<file path="src/rtl/fetch_pkg.sv">
// Shared fetch-stage types and PC-select encodings.
// Latency: n/a (types, constants and a pure helper only).
// Backpressure: n/a.
package fetch_pkg;

  typedef enum logic [1:0] {
    REQ     = 2'd0,
    WAIT    = 2'd1,
    DISCARD = 2'd2
  } fetch_state_t;

  // PC-select codes driven by execute; 2'b11 behaves like sequential.
  localparam logic [1:0] PCSRC_SEQ    = 2'b00;
  localparam logic [1:0] PCSRC_TARGET = 2'b01;
  localparam logic [1:0] PCSRC_JALR   = 2'b10;

  localparam logic [31:0] NOP_INSTR = 32'h0000_0013;

  // True when execute is steering fetch away from the sequential path.
  function automatic logic is_redirect(input logic [1:0] pcsrc);
    case (pcsrc)
      PCSRC_TARGET, PCSRC_JALR: return 1'b1;
      PCSRC_SEQ:                return 1'b0;
      default:                  return 1'b0;
    endcase
  endfunction

endpackage

</file>
<file path="src/rtl/fetch_skid_buffer.sv">
// One-entry {instr, pc, valid} holding register parking a response while decode is stalled.
// Latency: a load is visible on the outputs after one edge.
// Backpressure: none internally; the owner stops issuing fetches while the entry is valid.
module fetch_skid_buffer
  import fetch_pkg::*;
#(
  parameter int WIDTH = 32
) (
  input  logic             clk,
  input  logic             rst,
  input  logic             load,
  input  logic             drain,
  input  logic             clear,
  input  logic [31:0]      load_instr,
  input  logic [WIDTH-1:0] load_pc,
  output logic [31:0]      instr,
  output logic [WIDTH-1:0] pc,
  output logic             valid
);

  // Clear (redirect) wins over load, load wins over drain.
  always_ff @(posedge clk or posedge rst) begin
    if (rst) begin
      valid <= 1'b0;
      instr <= NOP_INSTR;
      pc    <= '0;
    end else if (clear) begin
      valid <= 1'b0;
    end else if (load) begin
      valid <= 1'b1;
      instr <= load_instr;
      pc    <= load_pc;
    end else if (drain) begin
      valid <= 1'b0;
    end
  end

endmodule

</file>
<file path="src/rtl/fetch_ctrl.sv">
// Fetch sequencer: owns pcf, issues one imem request at a time, fills the IF/ID register.
// Latency: request accepted at edge t, response in cycle t+k -> instrd valid after edge t+k.
// Backpressure: holds request until imem_req_ready; a stalled decode parks one response in the skid.
module fetch_ctrl
  import fetch_pkg::*;
#(
  parameter int               WIDTH    = 32,
  parameter logic [WIDTH-1:0] RESET_PC = '0
) (
  input  logic             clk,
  input  logic             rst,
  input  logic [1:0]       pcsrce,
  input  logic [WIDTH-1:0] pctargete,
  input  logic [WIDTH-1:0] aluresulte,
  input  logic             stall_lu,
  output logic             imem_req_valid,
  input  logic             imem_req_ready,
  output logic [WIDTH-1:0] imem_addr,
  input  logic             imem_rsp_valid,
  input  logic [31:0]      imem_rsp_data,
  output logic [31:0]      instrd,
  output logic [WIDTH-1:0] pcd,
  output logic             validd,
  output logic             flushd,
  output logic             flushe
);

  localparam logic [WIDTH-1:0] PC_STEP  = WIDTH'(4);
  localparam logic [WIDTH-1:0] LSB_MASK = ~WIDTH'(1);

  fetch_state_t     state_q;
  fetch_state_t     state_d;
  logic [WIDTH-1:0] pcf;
  logic [WIDTH-1:0] req_pc;
  logic [WIDTH-1:0] redir_pc;
  logic             redir;
  logic             accept;
  logic             deliver;

  logic [31:0]      skid_instr;
  logic [WIDTH-1:0] skid_pc;
  logic             skid_valid;
  logic             skid_load;
  logic             skid_drain;

  assign redir     = is_redirect(pcsrce);
  assign redir_pc  = (pcsrce == PCSRC_TARGET) ? pctargete : (aluresulte & LSB_MASK);
  assign flushd    = redir;
  assign flushe    = redir;
  assign imem_addr = pcf;
  assign accept    = imem_req_valid & imem_req_ready;

  // A response delivered while decode is stalled is parked; it leaves when the stall drops.
  assign skid_load  = deliver & stall_lu;
  assign skid_drain = !redir & !stall_lu & skid_valid;

  fetch_skid_buffer #(
    .WIDTH(WIDTH)
  ) u_skid (
    .clk        (clk),
    .rst        (rst),
    .load       (skid_load),
    .drain      (skid_drain),
    .clear      (redir),
    .load_instr (imem_rsp_data),
    .load_pc    (req_pc),
    .instr      (skid_instr),
    .pc         (skid_pc),
    .valid      (skid_valid)
  );

  // FSM state register.
  always_ff @(posedge clk or posedge rst) begin
    if (rst) state_q <= REQ;
    else     state_q <= state_d;
  end

  // Next state, request valid and response delivery; a redirect turns any in-flight fetch stale.
  always_comb begin
    state_d        = state_q;
    imem_req_valid = 1'b0;
    deliver        = 1'b0;
    case (state_q)
      REQ: begin
        imem_req_valid = !skid_valid && !rst;
        if (imem_req_valid && imem_req_ready) state_d = redir ? DISCARD : WAIT;
      end
      WAIT: begin
        if (imem_rsp_valid) begin
          deliver = !redir;
          state_d = REQ;
        end else if (redir) begin
          state_d = DISCARD;
        end
      end
      DISCARD: begin
        if (imem_rsp_valid) state_d = REQ;
      end
      default: state_d = REQ;
    endcase
  end

  // PC register: redirect beats the sequential step; req_pc tags the outstanding response.
  always_ff @(posedge clk or posedge rst) begin
    if (rst) begin
      pcf    <= RESET_PC;
      req_pc <= '0;
    end else begin
      if (redir)       pcf <= redir_pc;
      else if (accept) pcf <= pcf + PC_STEP;
      if (accept) req_pc <= pcf;
    end
  end

  // IF/ID register: redirect kills, stall holds, otherwise skid first, then fresh response, else bubble.
  always_ff @(posedge clk or posedge rst) begin
    if (rst) begin
      validd <= 1'b0;
      instrd <= '0;
      pcd    <= '0;
    end else if (redir) begin
      validd <= 1'b0;
    end else if (!stall_lu) begin
      if (skid_valid) begin
        validd <= 1'b1;
        instrd <= skid_instr;
        pcd    <= skid_pc;
      end else if (deliver) begin
        validd <= 1'b1;
        instrd <= imem_rsp_data;
        pcd    <= req_pc;
      end else begin
        validd <= 1'b0;
      end
    end
  end

endmodule
</file>
<file path="config.mk">
export PLATFORM = sky130hd
export DESIGN_NAME = fetch_ctrl
export DESIGN_NICKNAME = d
export VERILOG_FILES = /design/src/rtl/fetch_pkg.sv /design/src/rtl/fetch_skid_buffer.sv /design/src/rtl/fetch_ctrl.sv
export SDC_FILE = /design/constraint.sdc
export NUM_CORES = 1
export LEC_CHECK = 0
export CAP_MARGIN = 10
export CORE_UTILIZATION = 45
export CTS_CLUSTER_SIZE = 30
export DETAILED_ROUTE_END_ITERATION = 12
export PLACE_DENSITY = 0.73
export SYNTH_ARGS = -nofsm -noshare
export SYNTH_HDL_FRONTEND = slang
export SYNTH_SLANG_ARGS = --single-unit
</file>
<file path="constraint.sdc">
create_clock -name clk -period 10 [get_ports clk]
set_input_delay 2.5 -clock clk [delete_from_list [all_inputs] [get_ports clk]]
set_output_delay 2.5 -clock clk [all_outputs]
set_load 0.05 [all_outputs]
</file>
---- After elaboration in Yosys (flattened, before gate mapping) ----
Index checks and enable logic that the tools add are counted.
storage, ports and cells
  bits in writable memories ............... 0
  bits in latches ......................... 0
  input port bits ......................... 103
  register bits after elaboration ......... 196
  bits in read-only memories .............. 0
  memories kept ........................... 0
  output and inout port bits .............. 100
cells by class
  reduce and logical (&&, ||, !) cells .... 14
  div/mod/pow operators ................... 0
  equal/unequal tests ..................... 8
  bitwise gates (word level) .............. 6
  $add $sub $neg .......................... 1
  shift-type cells ........................ 0
  $lt $le $gt $ge ......................... 0
  multiply operators ...................... 0
  mux-type cells .......................... 24
operators by type and width
  kind                     number
  $mux W32                 7
  $add A32 B3 Y32 const B  1
  $mux W1                  11
  $mux W2                  5
  $pmux W2 S3              1
  $reduce_and A3 Y1        2
  $and A1 B1 Y1            4
  $eq A2 B1 Y1 const B     2
  $eq A2 B2 Y1 const B     2
  $logic_not A1 Y1         4
  $ne A2 B2 Y1 const B     2
  $reduce_bool A2 Y1       2
  $ne A3 B3 Y1 const B     1
  $reduce_bool A3 Y1       1
  $logic_and A1 B1 Y1      2
  $logic_not A2 Y1         1
  $ne A2 B1 Y1 const B     1
  $not A1 Y1               2
  $reduce_and A2 Y1        1
  $reduce_or A2 Y1         1

---- Longest topological paths before layout ----
  word-level depth ........................ 10
  depth in mapped cells ................... 10
  mapped depth without buffers ............ 6

---- By module ----
A second synthesis with hierarchy kept.
second synthesis, totals
  cells, all modules ...................... 770
  area, all modules ....................... 9182.6 um2
by module, submodules not included
  module             area an instance (um2)  instances  seq. area each (um2)  cells each
  fetch_ctrl         6433.7                  1          3278.1                629
  fetch_skid_buffer  2748.9                  1          1630.3                141

---- Least setup slack after synthesis ----
Ideal clock, no wire load.
  kind .................................... input port to flip-flop
  from .................................... input rst
  to ...................................... register state_q[0]
  data required time ...................... 9895 ps
  stages .................................. 3
  arrival time ............................ 7135 ps
  setup time .............................. 105 ps
  buffers on the path ..................... 0
  path slack .............................. 2760 ps
  cells stage by stage .................... inv_1 > a32oi_1 > nor3_1
on the way
  word-level cells in the longest chain between the ends .. 5
ends and longest elaborated chain
  item                                RTL line          text
  start, declared                     fetch_ctrl.sv:11  input logic rst,
  $logic_not A1 Y1 (no source line)   -
  $logic_and A1 B1 Y1                 fetch_ctrl.sv:85  imem_req_valid = !skid_valid && !rst;
  $logic_and A1 B1 Y1                 fetch_ctrl.sv:86  if (imem_req_valid && imem_req_ready) state_d = redir ? DISCARD : WAIT;
  $ne A2 B2 Y1 (no source line)       -
  $reduce_and A3 Y1 (no source line)  -
  end signal, assigned                fetch_ctrl.sv:75  else state_q <= state_d;
  end, declared                       fetch_ctrl.sv:31  fetch_state_t state_q;
No other way between the ends.
A chain may end at the register's enable or synchronous reset.

---- Worst setup path in the final report ----
  from .................................... input pcsrce[1]
  to ...................................... output flushd
on the way
  word-level cells in the longest chain between the ends .. 3
ends and longest elaborated chain
  item                                          RTL line          text
  start, declared                               fetch_ctrl.sv:12  input logic [1:0] pcsrce,
  $eq A2 B1 Y1 or $eq A2 B2 Y1 (tied branches)  fetch_pkg.sv:21   case (pcsrc)
  $reduce_or A2 Y1 *                            fetch_pkg.sv:21
  $mux W1 *                                     fetch_pkg.sv:21
  end, declared                                 fetch_ctrl.sv:24  output logic flushd,
Every way passes the cells marked *; elsewhere a longest branch is shown, timed or not.

==> run summary <==
TritonCTS clock tree - built
TritonCTS Buffers - 17
I/O pin count - 203
Clk Tree Root Cell - clkbuf_16
Die width - 142.8 um
Maximum number of pins on one net before global-route repair - 140
Average wire length per cell after detail routing - 16.16 um
Leading cell types by count after synthesis - dfrtp_1, mux2_2, nand2_1
Hold buffer count at cts - 0
Die outline area - 20390 sq um
Proportion of synthesized chip area in sequential cells - 55.03%
Share of flip-flops with an asynchronous set or reset - 100.0%
Most frequently used cell type in the post-synthesis netlist - dfrtp_1
CTS sink count - 196
Min Clock Period, post-route - 7.340 ns
P&R area growth vs syn - 30.26%
ANT nets after route - 0
Iteration-0 DRC Markers - 261
Net count of the mapped netlist - 862
Post-CTS Setup Repair Bufs - 0
Transition time of the tightest slew-check pin - 1.158 ns
Most area-consuming cells after synthesis - dfrtp_1, mux2_2, mux2i_1
First-pass GRT wire length - 31.35 mm
Total Negative Setup Slacks - 0 ns
Clock transition at the registers of the reported paths - 0.07 ns
Initial Util - 45.83%
Worst slew margin - 22.78%
HPWL after detailed placement - 13.01 mm
Routability cong. - 0.8251
Kind of critical path - input port to primary output
Share of final-layout standard cells stronger than drive strength 1 - 15.78%
Syn Area/Cell - 11.78 sq um
DR vias - 6409
Mapped Cells - 757
Hold/Removal Path Class - flop to flop
Floorplan Core Area - 19460 sq um
Count of cells along the worst register-to-register path - 4
Hold_ws - 0.4765 ns
Final setup violation count - 0
Worst slack, placed - 2.667 ns
Number of warnings issued by yosys - 0
Post-Syn Area - 8920 sq um
Worst Slack Setup Final - 2.660 ns
Nets@finish - 1039
PD cells - 264.2 nW/um^2
Die Ht - 142.8 um
Most frequently used flop master after synthesis - dfrtp_1
Number of buffers added on ports - 201
WL final - 19.54 mm
Standard cell area after detailed placement - 11090 sq um
DRC Markers - 0
Launching element type of the critical path - input port
Maximum capacitance violations - 0
Top cell type's share of synthesized area - 54.15%
Worst Path Max Fanout - 64
CTS H-tree lvls - 4
Hold Fails Final Rpt - 0
Register bit count reported by yosys - 196
Number of resized instances in the post-cts repair step - 0
Number of cells in the design after placement - 1180
Later-pin clock latency in the skew report - 0.43 ns
Leak pwr - 4.685 nW
EDFF count, synth - 0
Gr usage total - 19.88%
Worst-case clock buffer depth - 2
Detailed Routing Iterations Pass 1 - 4
Max-slew violation count - 0
Via count of the first global-routing pass - 5983
Cell Count, Final, Fillers Out - 1209
Post-route clock skew - 0.01054 ns
Vias/cell - 5.301
CP required - 7.50 ns
FMAX - 136.2 MHz
Design area - 11620 sq um
WP data arrival - 4.84 ns
Number of antenna violations at the first check in global routing - 0
WHS Path Cells - 2
Total global routing overflow - 0
Share of the clock period used by the worst path - 73.40%
Element type at the critical path end - primary output
Cell taking the most area after synthesis - dfrtp_1
Status - completed
Diodes inserted - 0
Count of different cell masters after synthesis - 45
RSZ-0062 raised after global routing - no
Worst vdd ir - 0.0001059 V
Cell row count - 51
==> layout by cell type, fill, tap and decap left out, drive strengths merged, types with 3 or more instances in the layout <==
cell | Yosys | final
and4 | 6 | 6
clkinv | 0 | 4
inv | 7 | 8
clkinvlp | 0 | 3
o21ai | 74 | 74
a21oi | 10 | 10
a211oi | 31 | 31
dfstp | 3 | 3
clkdlybuf4s50 | 0 | 201
nand2 | 81 | 81
nand3 | 9 | 9
mux2i | 69 | 69
or4 | 15 | 15
and3 | 3 | 3
o31ai | 14 | 14
nor2 | 4 | 4
nor4 | 3 | 3
buf | 16 | 7
clkbuf | 34 | 21
xor2 | 6 | 6
dfrtp | 193 | 193
or3 | 4 | 4
nand4 | 13 | 13
nor2b | 28 | 28
mux2 | 94 | 94
nor3 | 4 | 4
a31oi | 18 | 18
==> area by class of cell <==
type	count	area [sq um]
Fill cell	1653	7844
Multi-Input combinational cell	504	3751
Clock buffer	21	470.5
Clock inverter	8	55.05
Sequential cell	196	4912
Inverter	7	33.78
Timing Repair Buffer	208	2064
Tap cell	265	331.6
==> per-layer routing <==
layer	GRT usage (%)	wire length [um]
met5	0	0
met4	8.659	418
met3	3.622	1074
met2	28.69	8459
met1	29.14	9586
==> metrics by stage <==
step / util, % / total power, mW
floorplan: - / 2.035
global placement: 57.00 / 2.443
detailed placement: 57.00 / 2.476
CTS: 59.70 / 3.100
global route: 59.70 / 3.234
finish: 59.70 / 3.070
==> critical path, cell delays in order <==
cell             delay, ns
clkdlybuf4s50_1       0.45
inv_1                 0.04
ha_2                  0.30
buf_4                 0.51
inv_2                 0.25
clkdlybuf4s50_1       0.76
==> flip-flops by register name (all words and copies together), names as in the netlist <==
| name | cells |
|---|---|
| pcd | 32 |
| imem_addr | 32 |
| u_skid.pc | 32 |
| instrd | 32 |
| u_skid.valid | 1 |
| state_q | 2 |
| validd | 1 |
| req_pc | 32 |
| u_skid.instr | 32 |
==> power breakdown <==
part	internal, mW	switching, mW	leakage, nW
Clock	0.334	0.285	0.253
Sequential	1.07	0.186	2.45
Combinational	0.459	0.733	1.98
Total	1.87	1.20	4.68
==> cells by family after synthesis <==
logic type,Yosys count,share of synthesized area (%)
AOI/OAI and AO/OA,151,10.14
xor gates and xnor gates,8,0.7856
adders and majority gates,2,0.2805
buffers and inverters,57,3.156
DFF,196,55.03
muxes,163,19.61
and+or+nand+nor,180,11.00
==> final timing paths <==
| check | startpoint | endpoint | slack, ns |
|---|---|---|---|
| setup / recovery | pcsrce[1] | flushd | 2.66 |
| max in group asynchronous | rst | u_skid.instr[3] | 5.85 |
| min in group asynchronous | rst | imem_addr[6] | 2.81 |
| setup reg to reg | u_skid.valid | imem_addr[24] | 7.50 |
| hold / removal | instrd[16] | instrd[16] | 0.48 |
| hold reg to reg | instrd[16] | instrd[16] | 0.48 |
Power figures use the tool's default switching activity.
